[src/rtl/jtag_vector_serializer_pkg.sv]
// Shared JTAG package: vector width and TAP-state enums, packet payload,
// serializer FSM states and the IEEE 1149.1 TAP transition function.
package jtag_vector_serializer_pkg;

  localparam int unsigned JTAG_MAX_VECTOR_WIDTH = 32;
  localparam int unsigned JTAG_TAP_STATE_WIDTH  = 4;
  localparam int unsigned JTAG_WIDTH_BITS       = 6;

  typedef enum logic [JTAG_WIDTH_BITS-1:0] {
    JTAG_WIDTH_8  = 6'd8,
    JTAG_WIDTH_16 = 6'd16,
    JTAG_WIDTH_24 = 6'd24,
    JTAG_WIDTH_32 = 6'd32
  } jtag_width_e;

  typedef enum logic [JTAG_TAP_STATE_WIDTH-1:0] {
    jtagResetState     = 4'd0,
    jtagIdleState      = 4'd1,
    jtagDrScanState    = 4'd2,
    jtagIrScanState    = 4'd3,
    jtagCaptureIrState = 4'd4,
    jtagShiftIrState   = 4'd5,
    jtagExit1IrState   = 4'd6,
    jtagPauseIrState   = 4'd7,
    jtagExit2IrState   = 4'd8,
    jtagUpdateIrState  = 4'd9,
    jtagCaptureDrState = 4'd10,
    jtagShiftDrState   = 4'd11,
    jtagExit1DrState   = 4'd12,
    jtagPauseDrState   = 4'd13,
    jtagExit2DrState   = 4'd14,
    jtagUpdateDrState  = 4'd15
  } jtag_tap_state_e;

  typedef enum logic [2:0] {
    SER_IDLE = 3'd0,
    SER_LOW  = 3'd1,
    SER_HIGH = 3'd2,
    SER_DONE = 3'd3,
    SER_TRST = 3'd4
  } ser_state_e;

  typedef struct packed {
    logic [JTAG_MAX_VECTOR_WIDTH-1:0] vec;
    logic [JTAG_MAX_VECTOR_WIDTH-1:0] tmsBits;
    logic [JTAG_WIDTH_BITS-1:0]       width;
  } jtag_packet_t;

  // Only the four enumerated widths produce TCK activity.
  function automatic logic jtagIsLegalWidth(input logic [JTAG_WIDTH_BITS-1:0] w);
    return (w == JTAG_WIDTH_8)  || (w == JTAG_WIDTH_16) ||
           (w == JTAG_WIDTH_24) || (w == JTAG_WIDTH_32);
  endfunction

  // TAP controller next state for one rising TCK with the given TMS.
  function automatic jtag_tap_state_e jtagNextTapState(input jtag_tap_state_e s, input logic tms);
    jtag_tap_state_e n;
    n = jtagResetState;
    case (s)
      jtagResetState:     n = tms ? jtagResetState   : jtagIdleState;
      jtagIdleState:      n = tms ? jtagDrScanState  : jtagIdleState;
      jtagDrScanState:    n = tms ? jtagIrScanState  : jtagCaptureDrState;
      jtagIrScanState:    n = tms ? jtagResetState   : jtagCaptureIrState;
      jtagCaptureIrState: n = tms ? jtagExit1IrState : jtagShiftIrState;
      jtagShiftIrState:   n = tms ? jtagExit1IrState : jtagShiftIrState;
      jtagExit1IrState:   n = tms ? jtagUpdateIrState : jtagPauseIrState;
      jtagPauseIrState:   n = tms ? jtagExit2IrState : jtagPauseIrState;
      jtagExit2IrState:   n = tms ? jtagUpdateIrState : jtagShiftIrState;
      jtagUpdateIrState:  n = tms ? jtagDrScanState  : jtagIdleState;
      jtagCaptureDrState: n = tms ? jtagExit1DrState : jtagShiftDrState;
      jtagShiftDrState:   n = tms ? jtagExit1DrState : jtagShiftDrState;
      jtagExit1DrState:   n = tms ? jtagUpdateDrState : jtagPauseDrState;
      jtagPauseDrState:   n = tms ? jtagExit2DrState : jtagPauseDrState;
      jtagExit2DrState:   n = tms ? jtagUpdateDrState : jtagShiftDrState;
      jtagUpdateDrState:  n = tms ? jtagDrScanState  : jtagIdleState;
      default:            n = jtagResetState;
    endcase
    return n;
  endfunction

endpackage

[src/rtl/jtag_vector_serializer_if.sv]
// Packet request / response bundle between a JTAG controller and the serializer.
interface jtag_vector_serializer_if
  import jtag_vector_serializer_pkg::*;
();

  logic                             packetValid;
  logic                             packetReady;
  logic [JTAG_MAX_VECTOR_WIDTH-1:0] jtagTestVector;
  logic [JTAG_MAX_VECTOR_WIDTH-1:0] jtagTms;
  logic [JTAG_WIDTH_BITS-1:0]       vectorWidth;
  logic                             respValid;
  logic [JTAG_MAX_VECTOR_WIDTH-1:0] capturedTdo;
  logic                             widthError;

  modport master (
    output packetValid, jtagTestVector, jtagTms, vectorWidth,
    input  packetReady, respValid, capturedTdo, widthError
  );

  modport slave (
    input  packetValid, jtagTestVector, jtagTms, vectorWidth,
    output packetReady, respValid, capturedTdo, widthError
  );

endinterface

[src/rtl/jtag_tap_state_tracker.sv]
// Mirrors the target's TAP controller: advances once per rising TCK strobe.
module jtag_tap_state_tracker
  import jtag_vector_serializer_pkg::*;
(
  input  logic            clk,
  input  logic            rst,
  input  logic            i_advance,
  input  logic            i_tms,
  input  logic            i_force,
  output jtag_tap_state_e o_tapState
);

  jtag_tap_state_e r_state;

  // Forced reset (TRST) wins over a TCK strobe.
  always_ff @(posedge clk or posedge rst) begin
    if (rst) begin
      r_state <= jtagResetState;
    end else if (i_force) begin
      r_state <= jtagResetState;
    end else if (i_advance) begin
      r_state <= jtagNextTapState(r_state, i_tms);
    end
  end

  assign o_tapState = r_state;

endmodule

[src/rtl/jtag_vector_serializer.sv]
// Serializes one JTAG packet onto TCK/TMS/TDI and captures TDO.
// Optional feature macro: JTAG_TRST_EN adds trstReq/trstN test-reset pulsing.
module jtag_vector_serializer
  import jtag_vector_serializer_pkg::*;
#(
  parameter int unsigned TCK_HALF_PERIOD = 2,
  parameter int unsigned MAX_WIDTH       = JTAG_MAX_VECTOR_WIDTH
) (
  input  logic                       clk,
  input  logic                       reset,
  jtag_vector_serializer_if.slave    bus,
  output logic                       tck,
  output logic                       tms,
  output logic                       tdi,
  input  logic                       tdo,
  output logic [JTAG_TAP_STATE_WIDTH-1:0] tapState
`ifdef JTAG_TRST_EN
  ,
  input  logic                       trstReq,
  output logic                       trstN
`endif
);

  localparam int unsigned CNT_W = 9;
  localparam int unsigned IDX_W = $clog2(MAX_WIDTH);
  localparam logic [CNT_W-1:0] HALF_LAST = CNT_W'(TCK_HALF_PERIOD - 1);
`ifdef JTAG_TRST_EN
  localparam logic [CNT_W-1:0] TRST_LAST = CNT_W'(2 * TCK_HALF_PERIOD - 1);
`endif

  ser_state_e                       r_state;
  jtag_packet_t                     r_pkt;
  logic [CNT_W-1:0]                 r_phaseCnt;
  logic [IDX_W-1:0]                 r_bitIdx;
  logic [JTAG_MAX_VECTOR_WIDTH-1:0] r_cap;
  logic                             r_badWidth;
  logic                             r_packetReady;
  logic                             r_respValid;
  logic                             r_widthError;
  logic                             r_tck;
  logic                             r_tms;
  logic                             r_tdi;
`ifdef JTAG_TRST_EN
  logic                             r_trstN;
`endif

  logic                             w_phaseEnd;
  logic                             w_lastBit;
  logic [IDX_W-1:0]                 w_nextIdx;
  logic                             w_tapAdvance;
  logic                             w_tapForce;
  jtag_tap_state_e                  w_tapState;

  // Phase bookkeeping shared by the LOW/HIGH states.
  assign w_phaseEnd   = (r_phaseCnt == HALF_LAST);
  assign w_lastBit    = (JTAG_WIDTH_BITS'(r_bitIdx) == (r_pkt.width - 6'd1));
  assign w_nextIdx    = r_bitIdx + IDX_W'(1);
  assign w_tapAdvance = (r_state == SER_LOW) && w_phaseEnd;
`ifdef JTAG_TRST_EN
  assign w_tapForce   = (r_state == SER_TRST);
`else
  assign w_tapForce   = 1'b0;
`endif

  // Serializer FSM with all pin and response outputs registered.
  always_ff @(posedge clk or posedge reset) begin
    if (reset) begin
      r_state       <= SER_IDLE;
      r_pkt         <= '0;
      r_phaseCnt    <= '0;
      r_bitIdx      <= '0;
      r_cap         <= '0;
      r_badWidth    <= 1'b0;
      r_packetReady <= 1'b0;
      r_respValid   <= 1'b0;
      r_widthError  <= 1'b0;
      r_tck         <= 1'b0;
      r_tms         <= 1'b1;
      r_tdi         <= 1'b0;
`ifdef JTAG_TRST_EN
      r_trstN       <= 1'b0;
`endif
    end else begin
      r_respValid  <= 1'b0;
      r_widthError <= 1'b0;
      case (r_state)
        SER_IDLE: begin
`ifdef JTAG_TRST_EN
          r_trstN <= 1'b1;
          if (trstReq) begin
            r_state       <= SER_TRST;
            r_trstN       <= 1'b0;
            r_packetReady <= 1'b0;
            r_phaseCnt    <= '0;
          end else
`endif
          if (r_packetReady && bus.packetValid) begin
            r_packetReady <= 1'b0;
            r_pkt         <= '{vec: bus.jtagTestVector, tmsBits: bus.jtagTms,
                               width: bus.vectorWidth};
            r_bitIdx      <= '0;
            r_cap         <= '0;
            r_phaseCnt    <= '0;
            if (jtagIsLegalWidth(bus.vectorWidth)) begin
              r_state    <= SER_LOW;
              r_badWidth <= 1'b0;
              r_tms      <= bus.jtagTms[0];
              r_tdi      <= bus.jtagTestVector[0];
            end else begin
              r_state    <= SER_DONE;
              r_badWidth <= 1'b1;
            end
          end else begin
            r_packetReady <= 1'b1;
          end
        end
        SER_LOW: begin
          if (w_phaseEnd) begin
            r_state         <= SER_HIGH;
            r_phaseCnt      <= '0;
            r_tck           <= 1'b1;
            r_cap[r_bitIdx] <= tdo;
          end else begin
            r_phaseCnt <= r_phaseCnt + CNT_W'(1);
          end
        end
        SER_HIGH: begin
          if (w_phaseEnd) begin
            r_tck      <= 1'b0;
            r_phaseCnt <= '0;
            if (w_lastBit) begin
              r_state <= SER_DONE;
            end else begin
              r_state  <= SER_LOW;
              r_bitIdx <= w_nextIdx;
              r_tms    <= r_pkt.tmsBits[w_nextIdx];
              r_tdi    <= r_pkt.vec[w_nextIdx];
            end
          end else begin
            r_phaseCnt <= r_phaseCnt + CNT_W'(1);
          end
        end
        SER_DONE: begin
          r_respValid   <= 1'b1;
          r_widthError  <= r_badWidth;
          r_packetReady <= 1'b1;
          r_state       <= SER_IDLE;
        end
`ifdef JTAG_TRST_EN
        SER_TRST: begin
          if (r_phaseCnt == TRST_LAST) begin
            r_trstN <= 1'b1;
            r_state <= SER_IDLE;
          end else begin
            r_phaseCnt <= r_phaseCnt + CNT_W'(1);
          end
        end
`endif
        default: r_state <= SER_IDLE;
      endcase
    end
  end

  jtag_tap_state_tracker u_tap (
    .clk        (clk),
    .rst        (reset),
    .i_advance  (w_tapAdvance),
    .i_tms      (r_tms),
    .i_force    (w_tapForce),
    .o_tapState (w_tapState)
  );

  assign bus.packetReady = r_packetReady;
  assign bus.respValid   = r_respValid;
  assign bus.widthError  = r_widthError;
  assign bus.capturedTdo = r_cap;
  assign tck             = r_tck;
  assign tms             = r_tms;
  assign tdi             = r_tdi;
  assign tapState        = w_tapState;
`ifdef JTAG_TRST_EN
  assign trstN           = r_trstN;
`endif

endmodule

[src/flat_wrapper.sv]
// flat-port wrapper written by rule: the top's interface ports become plain ports
module jtag_vector_serializer_flat import jtag_vector_serializer_pkg::*;
#(
  parameter int unsigned TCK_HALF_PERIOD = 2,
  parameter int unsigned MAX_WIDTH       = JTAG_MAX_VECTOR_WIDTH
)
  (clk, reset, tck, tms, tdi, tdo, tapState, bus_packetValid, bus_jtagTestVector, bus_jtagTms, bus_vectorWidth, bus_packetReady, bus_respValid, bus_capturedTdo, bus_widthError);
  jtag_vector_serializer_if bus_i ();
  input  logic clk;
  input  logic reset;
  output logic tck;
  output logic tms;
  output logic tdi;
  input  logic tdo;
  output logic [JTAG_TAP_STATE_WIDTH-1:0] tapState;
  input wire logic [$bits(bus_i.packetValid)-1:0] bus_packetValid;
  input wire logic [$bits(bus_i.jtagTestVector)-1:0] bus_jtagTestVector;
  input wire logic [$bits(bus_i.jtagTms)-1:0] bus_jtagTms;
  input wire logic [$bits(bus_i.vectorWidth)-1:0] bus_vectorWidth;
  output wire logic [$bits(bus_i.packetReady)-1:0] bus_packetReady;
  output wire logic [$bits(bus_i.respValid)-1:0] bus_respValid;
  output wire logic [$bits(bus_i.capturedTdo)-1:0] bus_capturedTdo;
  output wire logic [$bits(bus_i.widthError)-1:0] bus_widthError;
  assign bus_i.packetValid = bus_packetValid;
  assign bus_i.jtagTestVector = bus_jtagTestVector;
  assign bus_i.jtagTms = bus_jtagTms;
  assign bus_i.vectorWidth = bus_vectorWidth;
  assign bus_packetReady = bus_i.packetReady;
  assign bus_respValid = bus_i.respValid;
  assign bus_capturedTdo = bus_i.capturedTdo;
  assign bus_widthError = bus_i.widthError;
  jtag_vector_serializer #(.TCK_HALF_PERIOD(TCK_HALF_PERIOD), .MAX_WIDTH(MAX_WIDTH)) u_core (.clk(clk), .reset(reset), .bus(bus_i), .tck(tck), .tms(tms), .tdi(tdi), .tdo(tdo), .tapState(tapState));
endmodule
[config.mk]
export PLATFORM = sky130hd
export DESIGN_NAME = jtag_vector_serializer_flat
export DESIGN_NICKNAME = d
export VERILOG_FILES = /design/src/rtl/jtag_vector_serializer_pkg.sv /design/src/rtl/jtag_vector_serializer_if.sv /design/src/rtl/jtag_tap_state_tracker.sv /design/src/rtl/jtag_vector_serializer.sv /design/src/flat_wrapper.sv
export SDC_FILE = /design/constraint.sdc
export NUM_CORES = 1
export LEC_CHECK = 0
export ABC_AREA = 1
export CAP_MARGIN = 10
export CORE_MARGIN = 2
export CORE_UTILIZATION = 54
export DETAILED_ROUTE_END_ITERATION = 7
export HOLD_SLACK_MARGIN = 0.03
export PLACE_DENSITY = 0.79
export SLEW_MARGIN = 20
export SYNTH_ARGS = -nofsm -noshare
export SYNTH_HDL_FRONTEND = slang
export SYNTH_SLANG_ARGS = --single-unit
[constraint.sdc]
create_clock -name clk -period 4.85 [get_ports clk]
set_clock_uncertainty 0.15 [all_clocks]
set_input_delay 0.97 -clock clk [delete_from_list [all_inputs] [get_ports clk]]
set_output_delay 0.97 -clock clk [all_outputs]
set_load 0.01 [all_outputs]
==> Word-level counts from Yosys, hierarchy flattened <==
Cells that the tools add are included.
{ "word_totals": {"word_cells": 128, "reg_bits": 130} }
{ "classes": {"mux": 54, "eq_ne": 29, "magnitude_cmp": 3, "reduce_logical": 24, "add_sub_neg": 3} }
{ "ops": {"columns": ["operator", "n"], "rows": [
  ["$mux 32", 2],
  ["$pmux 32 s2", 1],
  ["$pmux 4 s12", 1],
  ["$bwmux 32", 1],
  ["$eq 4x4->1 const B", 8],
  ["$mux 1", 18],
  ["$mux 3", 6],
  ["$mux 9", 2],
  ["$pmux 9 s2", 1],
  ["$eq 4x3->1 const B", 4],
  ["$mux 4", 4],
  ["$mux 5", 3],
  ["$eq 6x5->1 const B", 2],
  ["$lt 5x6->1 const B", 2],
  ["$mux 2", 6],
  ["$bmux 1 s5", 2],
  ["$pmux 5 s2", 1],
  ["$reduce_bool 2->1", 5],
  ["$add 9x1->9 const B", 1],
  ["$eq 9x1->1 const B", 1],
  ["$pmux 3 s3", 1],
  ["$reduce_and 3->1", 3],
  ["$eq 4x2->1 const B", 2],
  ["$ne 2x1->1 const B", 4],
  ["other kinds (21)", 32]
]} }

==> Depth between registers and ports, before layout <==
{ "depth": {"word_depth": 7, "ltp_mapped": 14, "depth_no_buf": 13} }

==> By module <==
From an unflattened synthesis, not the netlist that was laid out.
{ "unflattened": {"cells_unflattened": 940, "hier_area_um2": 6900.4} }
{ "by_module_without_submodules": {"columns": ["mod", "n_inst", "cells_per_inst", "seq_area_each_um2", "area_per_inst_um2"], "rows": [
  ["jtag_vector_serializer", 1, 872, 3129.3, 6515.0],
  ["jtag_tap_state_tracker", 1, 68, 100.1, 385.4]
]} }

==> Least setup slack after synthesis <==
OpenSTA, ideal clock, no wires.
{ "synth_path": {"path_kind": "reg2reg", "startpoint": "register u_core.r_bitIdx[0]", "endpoint": "register u_core.r_tms (netlist: u_core.tms)", "required_ps": 4640, "slack_ps": 2686, "setup_time_ps": 60, "stages_incl_launch_ff": 15, "path_buffers": 3, "arrival_time_ps": 1953, "path_cell_list": "dfrtp_1 buf_2 inv_2 buf_2 ha_1 inv_1 clkbuf_1 nand3_1 nand3_1 nand3_1 nand2_1 nand2_1 nand3_1 nand2_1 nand2_1"} }
{ "synth_between": {"elab_chain_cells": 6} }
{ "synth_lines": {"columns": ["element", "line", "text"], "rows": [
  ["from (decl)", "jtag_vector_serializer.sv:34", "logic [IDX_W-1:0] r_bitIdx;"],
  ["from (signal assigned)", "jtag_vector_serializer.sv:135", "r_bitIdx <= w_nextIdx;"],
  ["$add 5x1->5", "jtag_vector_serializer.sv:57", "assign w_nextIdx = r_bitIdx + IDX_W'(1);"],
  ["$bmux 1 s5", "jtag_vector_serializer.sv:136", "r_tms <= r_pkt.tmsBits[w_nextIdx];"],
  ["$mux 1 (not written as such)", "jtag_vector_serializer.sv:136", null],
  ["$mux 1", "jtag_vector_serializer.sv:131", "if (w_lastBit) begin"],
  ["$mux 1", "jtag_vector_serializer.sv:128", "if (w_phaseEnd) begin"],
  ["$pmux 1 s2", "jtag_vector_serializer.sv:86", "case (r_state)"],
  ["to (signal assigned)", "jtag_vector_serializer.sv:107", "r_tms <= bus.jtagTms[0];"],
  ["to (signal assigned)", "jtag_vector_serializer.sv:136", null],
  ["to (decl)", "jtag_vector_serializer.sv:41", "logic r_tms;"]
]} }
Several ways; a longest one is shown, not always the timed one. The select of a mux whose other input is x is not followed.
A chain may end at the register's enable or synchronous reset.

==> Worst setup path after layout <==
{ "layout_path": {"startpoint": "input bus_packetValid", "endpoint": "register u_core.r_cap[0] (netlist: u_core.bus.capturedTdo[0])"} }
{ "layout_between": {"elab_chain_cells": 3} }
{ "layout_lines": {"columns": ["element", "line", "text"], "rows": [
  ["from (decl)", "flat_wrapper.sv:16", "input wire logic [$bits(bus_i.packetValid)-1:0] bus_packetValid;"],
  ["$logic_and 1x1->1", "jtag_vector_serializer.sv:97", "if (r_packetReady && bus.packetValid) begin"],
  ["$ne 2x1->1 (no source line)", null, null],
  ["$reduce_and 3->1 (no source line)", null, null],
  ["to (signal, indexed assignment)", "jtag_vector_serializer.sv:122", "r_cap[r_bitIdx] <= tdo;"],
  ["to (decl)", "jtag_vector_serializer.sv:35", "logic [JTAG_MAX_VECTOR_WIDTH-1:0] r_cap;"]
]} }
Every way passes these cells.

==> results.yml <==
status:
  status: "finished, final reports clean"
layout:
  fin_nets: 1078
  final_cells: 1170
  area_growth_syn_to_layout_pct: 25.0
  n_antenna_cell: 0
  multi_input_area_um2: 2900
  fin_util: 0.700
  fill_cells: 990
  layout_common_cells: "270 x nand2_1, 128 x dfrtp_1, 115 x clkdlybuf4s50_1, 113 x inv_1, 99 x o21ai_0"
  drive_gt1_frac: 0.0469
  final_common_cell: "nand2_1"
  final-seq-area_um2: 3230
critical_path:
  reg2reg_depth: 11
  cp-startpoint: "bus_packetValid"
  start_kind: "input pin"
  crit_type: "input pin to register"
  cp_common_cell: "nand2_1"
  path_max_fanout: 39
  critPathSlowestCell: "nor2_4"
  max_stage_delay_ps: 560
  critPathCaptureType: "register"
  r2r-end: "u_core.tdi"
  arrival_ps: 3300
  required_ps: 4980
  regToRegStartpoint: "u_core.r_bitIdx[0]"
  cp_cell_sequence: "clkdlybuf4s50_1 -> nand2_1 -> nor2_4 -> inv_2 -> o21ai_1 -> nand2_2 -> inv_2 -> nand2_1 -> nand2_1 -> o31ai_1"
  rrSetupSlack_ps: 1750
floorplan:
  initial_core_util: 0.560
  die_h_um: 116
  fp.dieW_um: 116
  rows: 40
  core-area_um2: 12100
  dieArea_um2: 13500
  ioPinCount: 116
logic_synthesis:
  synth_mux_area_frac: 0
  synth_fa_ha_area_frac: 0.0203
  yosys.area_share.simple: 0.260
  syn-cell-area_um2: 6780
  synth-async-reset-ratio: 1.00
  ys.flop_type: "dfrtp_1"
  synthXorXnorAreaFrac: 0.00517
  yosys_warnings: 0
  ys_seq_area_frac: 0.476
  synth_edf_count: 0
  synth_cell_type_count: 37
  synth_fp_nets: 980
  synth_top_family_by_area: "simple AND/OR/NAND/NOR gates"
  synth_compound_area_frac: 0.141
  netlist_instances: 895
  avgSynthCellArea_um2: 7.57
  synth_seq_cells: 129
cts:
  htree_levels: 4
  post_cts_buffers: 0
  clkLatencyLatePin_ps: 410
  cts_tree: "built"
  cts_root_buf: "clkbuf_16"
  clockBufferDepth: 2
  hold_buffers: 0
  path_clk_slew_ps: 50
  clock-sinks: 129
  cts_resized: 0
  cts_buffers: 17
power:
  total_power_mw: 2.28
  pwr_density_cell_nw_per_um2: 269
  vdd_ir_drop_max_uv: 252
  power_leakage_nw: 3.96
sta:
  setup_viol: 0
  slew_headroom: 0.423
  tns_ps: 0
  rsz0062_at_grt: "false"
  timing.fmax_ghz: 0.315
  drv_slew: 0
  layout_min_cycle_time_ps: 3170
  final_hold_viol_count: 0
  min_period_over_period: 0.654
  worst_slew_pin_slew_ps: 866
  timing.final.ws_setup_ps: 1680
drt:
  drt_iter0_drc: 526
  vias: 6210
  final_antenna_net_count: 0
  viasPerCell: 5.31
  drt-pass1-iter-count: 5
  drc: 0
  wl_per_cell_um: 14.0
  drt-total-wl_mm: 16.3
place:
  port_buffers: 115
  dp_worst_setup_slack_ps: 1260
  dp_hpwl_mm: 11.1
  routabilityCongestion: 0.870
  numPlacedInstances: 1142
global_route:
  grt_max_degree: 93
  track_usage: 0.256
  gr-total-overflow: 0
  grt_pass1_wl_mm: 26.8
  antenna_found_initial: 0
  grt_pass1_vias: 5706
hold_path:
  hold_start: "u_core.r_badWidth"
  min_to: "u_core.bus.widthError"
  min_path_type: "register to register"
  holdPathStages: 2
run:
  drv_cap: 0
-- worst max path at each step --
| stage | cells after the start | slack [ps] | endpoint |
|---|---|---|---|
| floorplan | 1 | 290 | u_core.bus.capturedTdo[0] |
| global placement | 10 | 1330 | u_core.bus.capturedTdo[12] |
| detailed placement | 10 | 1260 | u_core.bus.capturedTdo[0] |
| CTS | 10 | 1700 | u_core.bus.capturedTdo[0] |
| global route | 10 | 1460 | u_core.bus.capturedTdo[24] |
| finish | 10 | 1680 | u_core.bus.capturedTdo[0] |
-- cell usage after synthesis, types with 6 or more instances --
cell,count,area [um2]
a21oi_1,24,120
buf_2,19,95.1
clkbuf_1,15,56.3
dfrtp_1,128,3200
ha_1,11,138
inv_1,114,428
inv_2,6,22.5
nand2_1,270,1010
nand3_1,66,330
nor2_1,65,244
o21ai_0,99,495
o22ai_1,7,43.8
o31ai_1,27,203
-- worst max-delay path, delay by kind of cell --
family | cells | cell delay [ps]
buffers and inverters | 3 | 1030
AO/OA/AOI/OAI | 2 | 220
AND/OR/NAND/NOR | 5 | 1070
-- metal layers --
metal | track usage | wire length (um) | vias to the layer above
li1 | - | - | 3059
met1 | 0.359 | 7520 | 2917
met2 | 0.400 | 7630 | 214
met3 | 0.0465 | 956 | 20
met4 | 0.0968 | 217 | 0
met5 | 0 | 0 | -
-- final cells by class --
type,count,share of cell area
well taps,168,0.0248
flip-flops and latches,129,0.381
inverters,120,0.0534
clock buffers,28,0.0598
repair buffers,119,0.139
multi-input cells,606,0.342
-- flip-flops by register name, summed over array words and instances, names as in the netlist, 2 cells and up --
name	flops
u_core.bus.capturedTdo	32
u_core.r_bitIdx	5
u_core.r_phaseCnt	9
u_core.r_pkt	70
u_core.r_state	2
u_core.u_tap.o_tapState	4
-- power by group --
group / switching, mW / leakage (nW) / internal (mW)
Combinational: 0.0344 / 2.30 / 0.0536
Clock: 0.422 / 0.247 / 0.695
Sequential: 0 / 1.41 / 1.08
-- kinds of logic (layout without fill, tap and decap cells) --
logic type	after synthesis	after routing
flops	129	129
compound gates	170	170
fa+ha+maj	11	11
xor+xnor	4	4
buf+inv	160	267
simple gates	421	421
-- metrics by stage --
| stage | area [um2] | hold WS (ps) |
|---|---|---|
| floorplan | 6780 | 286 |
| global placement | 7970 | 297 |
| detailed placement | 7970 | 305 |
| CTS | 8480 | 313 |
| global route | 8480 | 337 |
| finish | 8480 | 310 |
Note: power is estimated with default switching activity, not from simulation.
